--- config.mk ---
export PLATFORM = sky130hd
export DESIGN_NAME = conv_link_host_flat
export DESIGN_NICKNAME = d
export VERILOG_FILES = /design/src/rtl/conv_link_pkg.sv /design/src/rtl/conv_link_host_if.sv /design/src/rtl/conv_frame_rx.sv /design/src/rtl/conv_link_host.sv /design/src/flat_wrapper.sv
export SDC_FILE = /design/constraint.sdc
export NUM_CORES = 1
export LEC_CHECK = 0
export ABC_AREA = 1
export CAP_MARGIN = 20
export CORE_AREA = 2 2 103 105
export DETAILED_ROUTE_END_ITERATION = 12
export DIE_AREA = 0 0 105 107
export HOLD_SLACK_MARGIN = 0.1
export PLACE_DENSITY = 0.84
export REMOVE_ABC_BUFFERS = 1
export SLEW_MARGIN = 5
export SYNTH_ARGS = -nofsm -noshare
export SYNTH_HDL_FRONTEND = slang
export SYNTH_SLANG_ARGS = --single-unit
--- constraint.sdc ---
create_clock -name clk -period 4.17 [get_ports clk]
set_input_delay 0.6255 -clock clk [delete_from_list [all_inputs] [get_ports clk]]
set_output_delay 0.6255 -clock clk [all_outputs]
set_load 0.005 [all_outputs]
--- src/rtl/conv_link_pkg.sv ---
// conv_link_pkg: shared types and constants for the convolution link host.
// FSM states, link geometry and a byte-lane helper.
package conv_link_pkg;

  typedef enum logic [2:0] {
    LRST,
    IDLE,
    LOAD_W,
    LOAD_X,
    SETTLE,
    RD_LO,
    RD_HI,
    DONE
  } state_t;

  localparam int BYTES_PER_VEC = 4;
  localparam int FRAME_W       = 9;
  localparam int RES_W         = 18;
  localparam int LINK_RST_CYC  = 2;

  function automatic logic [7:0] byte_sel(
    input logic [31:0] v,
    input logic [1:0]  i
  );
    return v[{i, 3'b000} +: 8];
  endfunction

endpackage

--- src/rtl/conv_link_host_if.sv ---
// conv_link_host_if: pin bundle between the host and the convolution link.
// master = host side, slave = link side.
interface conv_link_host_if;
  import conv_link_pkg::*;

  logic [7:0]         link_data;
  logic               link_wsel;
  logic               link_rd;
  logic               link_rst_n;
  logic [FRAME_W-1:0] frm_data;
  logic               frm_phase;

  modport master (
    output link_data, link_wsel, link_rd, link_rst_n,
    input  frm_data, frm_phase
  );

  modport slave (
    input  link_data, link_wsel, link_rd, link_rst_n,
    output frm_data, frm_phase
  );

endinterface

--- src/rtl/conv_frame_rx.sv ---
// conv_frame_rx: phase check and lo/hi capture of returned result frames.
// got_lo/got_hi/err are same-cycle decisions; res is the word as it will be.
module conv_frame_rx
  import conv_link_pkg::*;
(
  input  logic               clk,
  input  logic               rst,
  input  logic               rd_lo,
  input  logic               rd_hi,
  input  logic [FRAME_W-1:0] frm_data,
  input  logic               frm_phase,
  output logic               got_lo,
  output logic               got_hi,
  output logic               err,
  output logic [RES_W-1:0]   res
);

  logic [FRAME_W-1:0] lo, hi;
  logic               seen_hi;

  always_comb begin
    got_lo = rd_lo && !frm_phase;
    got_hi = rd_hi && frm_phase;
    err    = (rd_lo && frm_phase && seen_hi)
          || (rd_hi && !frm_phase);
    res    = {got_hi ? frm_data : hi, lo};
  end

  always_ff @(posedge clk) begin
    if (rst) begin
      lo      <= '0;
      hi      <= '0;
      seen_hi <= 1'b0;
    end else begin
      if (got_lo) lo <= frm_data;
      if (got_hi) hi <= frm_data;
      // a second hi-phase frame in a row is the error, not a new hunt
      seen_hi <= rd_lo && frm_phase && !seen_hi;
    end
  end

endmodule

--- src/rtl/conv_link_host.sv ---
// conv_link_host: loads one (window, weights) job over the byte link and
// reassembles the 18-bit result. Optional weight cache: CONV_WEIGHT_CACHE_EN.
module conv_link_host
  import conv_link_pkg::*;
#(
  parameter int FRAME_LAT = 2,
  parameter int DISCARD   = 3,
  parameter int MAX_RETRY = 3
) (
  input  logic             clk,
  input  logic             rst,
  input  logic             job_valid,
  output logic             job_ready,
  input  logic [31:0]      job_x,
  input  logic [31:0]      job_w,
  output logic             res_valid,
  input  logic             res_ready,
  output logic [RES_W-1:0] res_data,
  output logic             res_err,
  conv_link_host_if.master lnk
);

  localparam int SETTLE_CYC = FRAME_LAT + DISCARD;

  state_t           state, state_n;
  logic [3:0]       cnt, cnt_n;
  logic [3:0]       retry, retry_n;
  logic [31:0]      x_q, x_n, w_q, w_n;
  logic [7:0]       data_q, data_n;
  logic             rd_q, rd_n;
  logic             wsel_q, wsel_n;
  logic             lrst_q, lrst_n;
  logic             job_ready_n, res_valid_n, res_err_n;
  logic [RES_W-1:0] res_data_n;
  logic             skip_w;
  logic             got_lo, got_hi, rx_err;
  logic [RES_W-1:0] rx_res;

  conv_frame_rx u_rx (
    .clk       (clk),
    .rst       (rst),
    .rd_lo     (state == RD_LO),
    .rd_hi     (state == RD_HI),
    .frm_data  (lnk.frm_data),
    .frm_phase (lnk.frm_phase),
    .got_lo    (got_lo),
    .got_hi    (got_hi),
    .err       (rx_err),
    .res       (rx_res)
  );

`ifdef CONV_WEIGHT_CACHE_EN
  logic [31:0] cache_w;
  logic        cache_ok;

  always_ff @(posedge clk) begin
    if (rst || state == LRST) begin
      cache_ok <= 1'b0;
      cache_w  <= '0;
    end else if (state == LOAD_W) begin
      cache_ok <= 1'b1;
      cache_w  <= w_q;
    end
  end

  assign skip_w = cache_ok && (job_w == cache_w);
`else
  assign skip_w = 1'b0;
`endif

  // link outputs are registered from next-state values
  always_comb begin
    state_n    = state;
    cnt_n      = cnt;
    retry_n    = retry;
    x_n        = x_q;
    w_n        = w_q;
    data_n     = 8'h00;
    rd_n       = 1'b1;
    wsel_n     = 1'b0;
    lrst_n     = 1'b1;
    res_data_n = res_data;
    res_err_n  = res_err;
    unique case (state)
      LRST: begin
        cnt_n  = cnt + 4'd1;
        lrst_n = 1'b0;
        if (cnt == 4'(LINK_RST_CYC - 1)) begin
          state_n = IDLE;
          cnt_n   = '0;
          lrst_n  = 1'b1;
        end
      end
      IDLE: begin
        if (job_valid && job_ready) begin
          x_n     = job_x;
          w_n     = job_w;
          cnt_n   = '0;
          retry_n = '0;
          rd_n    = 1'b0;
          if (skip_w) begin
            state_n = LOAD_X;
            data_n  = byte_sel(job_x, 2'd0);
          end else begin
            state_n = LOAD_W;
            wsel_n  = 1'b1;
            data_n  = byte_sel(job_w, 2'd0);
          end
        end
      end
      LOAD_W: begin
        rd_n  = 1'b0;
        cnt_n = cnt + 4'd1;
        if (cnt == 4'(BYTES_PER_VEC - 1)) begin
          state_n = LOAD_X;
          cnt_n   = '0;
          data_n  = byte_sel(x_q, 2'd0);
        end else begin
          wsel_n = 1'b1;
          data_n = byte_sel(w_q, cnt[1:0] + 2'd1);
        end
      end
      LOAD_X: begin
        cnt_n = cnt + 4'd1;
        if (cnt == 4'(BYTES_PER_VEC - 1)) begin
          state_n = SETTLE;
          cnt_n   = '0;
        end else begin
          rd_n   = 1'b0;
          data_n = byte_sel(x_q, cnt[1:0] + 2'd1);
        end
      end
      SETTLE: begin
        cnt_n = cnt + 4'd1;
        if (cnt == 4'(SETTLE_CYC - 1)) begin
          state_n = RD_LO;
          cnt_n   = '0;
        end
      end
      RD_LO, RD_HI: begin
        if (rx_err) begin
          retry_n = retry + 4'd1;
          if (int'(retry_n) < MAX_RETRY) begin
            state_n = RD_LO;
          end else begin
            state_n    = DONE;
            res_err_n  = 1'b1;
            res_data_n = rx_res;
          end
        end else if (got_lo) begin
          state_n = RD_HI;
        end else if (got_hi) begin
          state_n    = DONE;
          res_err_n  = 1'b0;
          res_data_n = rx_res;
        end
      end
      DONE: begin
        if (res_ready) begin
          state_n = IDLE;
          retry_n = '0;
        end
      end
      default: state_n = LRST;
    endcase
    job_ready_n = (state_n == IDLE);
    res_valid_n = (state_n == DONE);
  end

  always_ff @(posedge clk) begin
    if (rst) begin
      state     <= LRST;
      cnt       <= '0;
      retry     <= '0;
      x_q       <= '0;
      w_q       <= '0;
      data_q    <= '0;
      rd_q      <= 1'b1;
      wsel_q    <= 1'b0;
      lrst_q    <= 1'b0;
      job_ready <= 1'b0;
      res_valid <= 1'b0;
      res_data  <= '0;
      res_err   <= 1'b0;
    end else begin
      state     <= state_n;
      cnt       <= cnt_n;
      retry     <= retry_n;
      x_q       <= x_n;
      w_q       <= w_n;
      data_q    <= data_n;
      rd_q      <= rd_n;
      wsel_q    <= wsel_n;
      lrst_q    <= lrst_n;
      job_ready <= job_ready_n;
      res_valid <= res_valid_n;
      res_data  <= res_data_n;
      res_err   <= res_err_n;
    end
  end

  assign lnk.link_data  = data_q;
  assign lnk.link_rd    = rd_q;
  assign lnk.link_wsel  = wsel_q;
  assign lnk.link_rst_n = lrst_q;

endmodule

--- src/flat_wrapper.sv ---
// flat-port wrapper written by rule: the top's interface ports become plain ports
module conv_link_host_flat import conv_link_pkg::*;
#(
  parameter int FRAME_LAT = 2,
  parameter int DISCARD   = 3,
  parameter int MAX_RETRY = 3
)
  (clk, rst, job_valid, job_ready, job_x, job_w, res_valid, res_ready, res_data, res_err, lnk_link_data, lnk_link_wsel, lnk_link_rd, lnk_link_rst_n, lnk_frm_data, lnk_frm_phase);
  conv_link_host_if lnk_i ();
  input  logic clk;
  input  logic rst;
  input  logic job_valid;
  output logic job_ready;
  input  logic [31:0] job_x;
  input  logic [31:0] job_w;
  output logic res_valid;
  input  logic res_ready;
  output logic [RES_W-1:0] res_data;
  output logic res_err;
  output wire logic [$bits(lnk_i.link_data)-1:0] lnk_link_data;
  output wire logic [$bits(lnk_i.link_wsel)-1:0] lnk_link_wsel;
  output wire logic [$bits(lnk_i.link_rd)-1:0] lnk_link_rd;
  output wire logic [$bits(lnk_i.link_rst_n)-1:0] lnk_link_rst_n;
  input wire logic [$bits(lnk_i.frm_data)-1:0] lnk_frm_data;
  input wire logic [$bits(lnk_i.frm_phase)-1:0] lnk_frm_phase;
  assign lnk_link_data = lnk_i.link_data;
  assign lnk_link_wsel = lnk_i.link_wsel;
  assign lnk_link_rd = lnk_i.link_rd;
  assign lnk_link_rst_n = lnk_i.link_rst_n;
  assign lnk_i.frm_data = lnk_frm_data;
  assign lnk_i.frm_phase = lnk_frm_phase;
  conv_link_host #(.FRAME_LAT(FRAME_LAT), .DISCARD(DISCARD), .MAX_RETRY(MAX_RETRY)) u_core (.clk(clk), .rst(rst), .job_valid(job_valid), .job_ready(job_ready), .job_x(job_x), .job_w(job_w), .res_valid(res_valid), .res_ready(res_ready), .res_data(res_data), .res_err(res_err), .lnk(lnk_i));
endmodule
# Yosys cells after proc, flatten, opt, wreduce, memory -nomap -nowiden
# Cells that the tools add are included.
# word_totals
register_bits	126
output_inout_bits	32
wordCells	99
# classes
shift	2
n_eq_ne	17
order_cmp	1
mux	40
n_addsub	3
n_reduce_logical	20
# op_table
operator	count
$mux 18	4
$shiftx 32x6->8	2
$mux 3	9
$mux 4	6
$mux 8	3
$pmux 8 s3	1
$pmux 3 s7	1
$pmux 4 s4	1
$eq 3x3->1 const B	5
$pmux 4 s3	1
$mux 1	10
$mux 9	1
$add 4x1->4 const B	2
$reduce_and 4->1	2
$logic_and 1x1->1	7
$eq 3x1->1 const B	2
$eq 3x2->1 const B	2
$ne 2x2->1 const B	3
$eq 4x1->1 const B	1
$eq 4x2->1 const B	1
$eq 4x3->1 const B	1
$lt 4x2->1 const B	1
$ne 2x1->1 const B	2
$reduce_and 2->1	2
other kinds (11)	13

# Logic depth before layout (Yosys ltp)
# logic_depth
depth_word	7
ltp_mapped	13
mapped_depth_nobuf	12

# Modules after synthesis
# From an unflattened synthesis, not the netlist that was laid out.
# hier_totals
hier_cells	862
hier_area_um2	5831.8
# by_module_without_submodules
mod	area_each_um2	seq_area_each_um2	cells_each	instances
conv_link_host	4873.4	2142.1	728	1
conv_frame_rx	958.4	380.4	134	1

# Worst setup path after synthesis
# OpenSTA, ideal clock, no wires.
# synth_timing
path_kind	flip-flop to flip-flop
startpoint	reg u_core.cnt[0]
endpoint	reg u_core.data_q[5] (netlist: u_core.lnk.link_data[5])
slack_ps	2056
arrival_time_ps	1986
setup_ps	128
path_buffers	3
synth_period_minus_slack_ps	2114
stages_incl_launch_ff	13
path_cell_list	dfxtp_1 > buf_2 > clkinv_1 > clkbuf_1 > ha_1 > clkbuf_1 > inv_1 > a21oi_1 > nand2_1 > nand3_1 > o21ai_0 > nor2_1 > nor2_1
# synth_between
elab_chain_cells	4
word_cells_on_any_way	7
# synth_lines
item	line	rtl
from (decl)	conv_link_host.sv:26	logic [3:0] cnt, cnt_n;
from (signal assigned)	conv_link_host.sv:187	cnt <= cnt_n;
$add 2x1->2	conv_link_host.sv:120, conv_link_host.sv:130	
$shiftx 32x6->8	conv_link_pkg.sv:25	return v[{i, 3'b000} +: 8];
$mux 8 (on tied branches)	conv_link_host.sv:125, conv_link_host.sv:114	
$pmux 8 s3 (*)	conv_link_host.sv:84	unique case (state)
to (signal assigned)	conv_link_host.sv:191	data_q <= data_n;
to (decl)	conv_link_host.sv:29	logic [7:0] data_q, data_n;
# Every way passes the cells marked *; elsewhere a longest branch is shown, timed or not.
# A chain may end at the register's enable or synchronous reset.

# Worst setup path after layout
# Same ends and word-level chain as after synthesis.

==> impl_metrics.env <==
export IMPL_antenna_found_initial=0
export IMPL_ctsResizeCount=0
export IMPL_setup_violations_final=0
export IMPL_wire_per_inst_um=13.4
export IMPL_crit_type="reg2reg"
export IMPL_fin_crit_ns=2.68
export IMPL_tns_ns=0
export IMPL_drc=0
export IMPL_pre_cts_slack_ns=1.60
export IMPL_p_leak_uw=0.00278
export IMPL_synth_edf_count=0
export IMPL_hold_viol_final=0
export IMPL_max_slew_margin_pct=36.4
export IMPL_cp_end_kind="flip-flop"
export IMPL_cts_buffer_depth=2
export IMPL_ys_seq_elements=126
export IMPL_die_w_um=105
export IMPL_fmax_mhz=374
export IMPL_cap_viol_max_count=0
export IMPL_start_util_pct=54.5
export IMPL_grt_pass1_wl_um=22700
export IMPL_synth_top_cell_area_share_pct=45.9
export IMPL_layout_cells_non_filler=1008
export IMPL_fillers=833
export IMPL_clk_latency_ns=0.53
export IMPL_fin_ws_ns=1.49
export IMPL_finalWeightedCongestion=0.874
export IMPL_syn_to_final_growth_pct=29.8
export IMPL_drt_iter0_drc=357
export IMPL_tightest_slew_ns=0.954
export IMPL_io_buffers=109
export IMPL_grt_max_degree=83
export IMPL_ys_seq_area_share_pct=45.9
export IMPL_dp_hpwl_um=9000
export IMPL_detail_route_antenna_nets=0
export IMPL_syn_area_um2=5500
export IMPL_synth_avg_cell_area_um2=7.10
export IMPL_nets=943
export IMPL_crit_path_max_fanout=37
export IMPL_boundaryPins=110
export IMPL_synth_top_area_cell="dfxtp_1"
export IMPL_startpoint_type="flip-flop"
export IMPL_skew_ns=0.00732
export IMPL_root_buffer="clkbuf_8"
export IMPL_core_um2=10100
export IMPL_maxSlewViolCount=0
export IMPL_cts_tree="yes"
export IMPL_post_cts_buffers=0
export IMPL_ys_types=33
export IMPL_status="finished clean"
export IMPL_synthTopCellsByArea="dfxtp_1, o21ai_0, nor2_1"
export IMPL_yosysWarnings=0
export IMPL_htree_num_levels=4
export IMPL_yosys_cell_count_top_type="nor2_1"
export IMPL_dieHeight_um=107
export IMPL_place_inst=977
export IMPL_track_usage_pct=24.9
export IMPL_vias=5367
export IMPL_arrival_ns=3.08
export IMPL_rows=37
export IMPL_rsz0062_at_grt="no"
export IMPL_grt_ovfl_total=0
export IMPL_powerDensity_nw_per_um2=508
export IMPL_routed_wl_um=13500
export IMPL_async_flop_share_pct=0
export IMPL_final_core_util_pct=70.7
export IMPL_synthCells=774
export IMPL_postCtsHoldBufs=0
export IMPL_first_global_vias=5238
export IMPL_power_uw=3630
export IMPL_worst_ep_required_time_ns=4.57
export IMPL_antenna_cells=0
export IMPL_numCtsBuffers=17
export IMPL_synth_common_cells="nor2_1, dfxtp_1, nand2_1, o21ai_0, a21oi_1"
export IMPL_drive_above_1_share_pct=7.34
export IMPL_dr_pass1_iters=5
export IMPL_hold_class="reg2reg"
export IMPL_synth_main_ff_cell="dfxtp_1"
export IMPL_clk_pin_slew_ns=0.06
export IMPL_numClockSinks=126
export IMPL_fin_crit_sh_pct=64.2
export IMPL_via_per_inst=5.32
export IMPL_dieArea_um2=11200
export IMPL_ir_drop_v=0.000300
[cells by family (layout without fill, tap and decap cells)]
family,Yosys count,count (layout),share of synthesized area [%]
and+or+nand+nor,334,334,25.9
AOI/OAI and AO/OA,202,202,18.6
DFF,126,126,45.9
buffers and inverters,106,204,8.31
adders and majority gates,5,5,1.14
xor gates and xnor gates,1,1,0.159
[layer usage]
layer  vias up  part of all wire, %  GRT usage (%)
li1       2681                    -              -
met1      2461                   41           27.9
met2       206                   50           44.7
met3        19                  7.3           7.36
met4         0                 0.97           8.95
met5         -                    0              0
[state kept, by name, indices dropped and copies added, names as in the netlist]
| signal | flops |
|---|---|
| u_core.w_q | 32 |
| u_core.x_q | 32 |
| u_core.res_data | 18 |
| u_core.u_rx.hi | 9 |
| u_core.u_rx.lo | 9 |
| u_core.lnk.link_data | 8 |
| u_core.cnt | 4 |
| u_core.retry | 4 |
| u_core.state | 3 |
| u_core.job_ready | 1 |
| u_core.lnk.link_rd | 1 |
| u_core.lnk.link_rst_n | 1 |
| u_core.lnk.link_wsel | 1 |
| u_core.res_err | 1 |
| u_core.res_valid | 1 |
| u_core.u_rx.seen_hi | 1 |
[final timing paths]
| kind | from | endpoint | slack [ns] | cells after the start |
|---|---|---|---|---|
| max | u_core.cnt[0] | u_core.lnk.link_data[5] | 1.49 | 10 |
| min | u_core.u_rx.lo[4] | u_core.u_rx.lo[4] | 0.45 | 2 |
| max reg2reg | u_core.cnt[0] | u_core.lnk.link_data[5] | 1.49 | 10 |
| min reg2reg | u_core.u_rx.lo[4] | u_core.u_rx.lo[4] | 0.45 | 2 |
[per-stage QoR]
stage | hold WS (ns) | instance area [um2]
floorplan | 0.426 | 5260
global placement | 0.432 | 6570
detailed placement | 0.437 | 6570
CTS | 0.449 | 7130
global route | 0.473 | 7130
finish | 0.450 | 7130
[final cells by class]
type | instances | area (um2) | area share, %
flip-flops and latches | 126 | 2520 | 35.4
multi-input cells | 542 | 2520 | 35.3
repair buffers | 115 | 1140 | 15.9
inverters | 58 | 220 | 3.09
clock buffers | 22 | 453 | 6.35
clock inverters | 9 | 111 | 1.56
well taps | 136 | 170 | 2.39
[power breakdown]
| part | switching [uW] | internal (uW) |
|---|---|---|
| registers | 64.4 | 1290 |
| clock network | 520 | 879 |
| logic | 540 | 331 |
| total | 1120 | 2500 |
[cell usage in the layout (no fill, tap or decap), drive strengths merged]
master | netlist | final
a21oi | 80 | 80
a22oi | 1 | 1
buf | 22 | 6
bufinv | 0 | 2
clkbuf | 26 | 22
clkdlybuf4s50 | 0 | 109
clkinv | 1 | 5
clkinvlp | 0 | 2
dfxtp | 126 | 126
ha | 5 | 5
inv | 57 | 58
nand2 | 124 | 124
nand3 | 38 | 38
nand4 | 10 | 10
nor2 | 150 | 150
nor3 | 3 | 3
o211ai | 1 | 1
o21a | 1 | 1
o21ai | 119 | 119
or2 | 9 | 9
xor2 | 1 | 1
[worst max-delay path, cell delays in order (launching register included)]
cell,delay [ns]
dfxtp_1,0.31
buf_4,0.33
clkinv_1,0.19
ha_1,0.95
inv_1,0.22
a21oi_1,0.18
nand2_1,0.06
nand3_1,0.07
o21ai_0,0.07
nor2_1,0.11
nor2_1,0.04
Note: power is estimated with default switching activity, not from simulation.
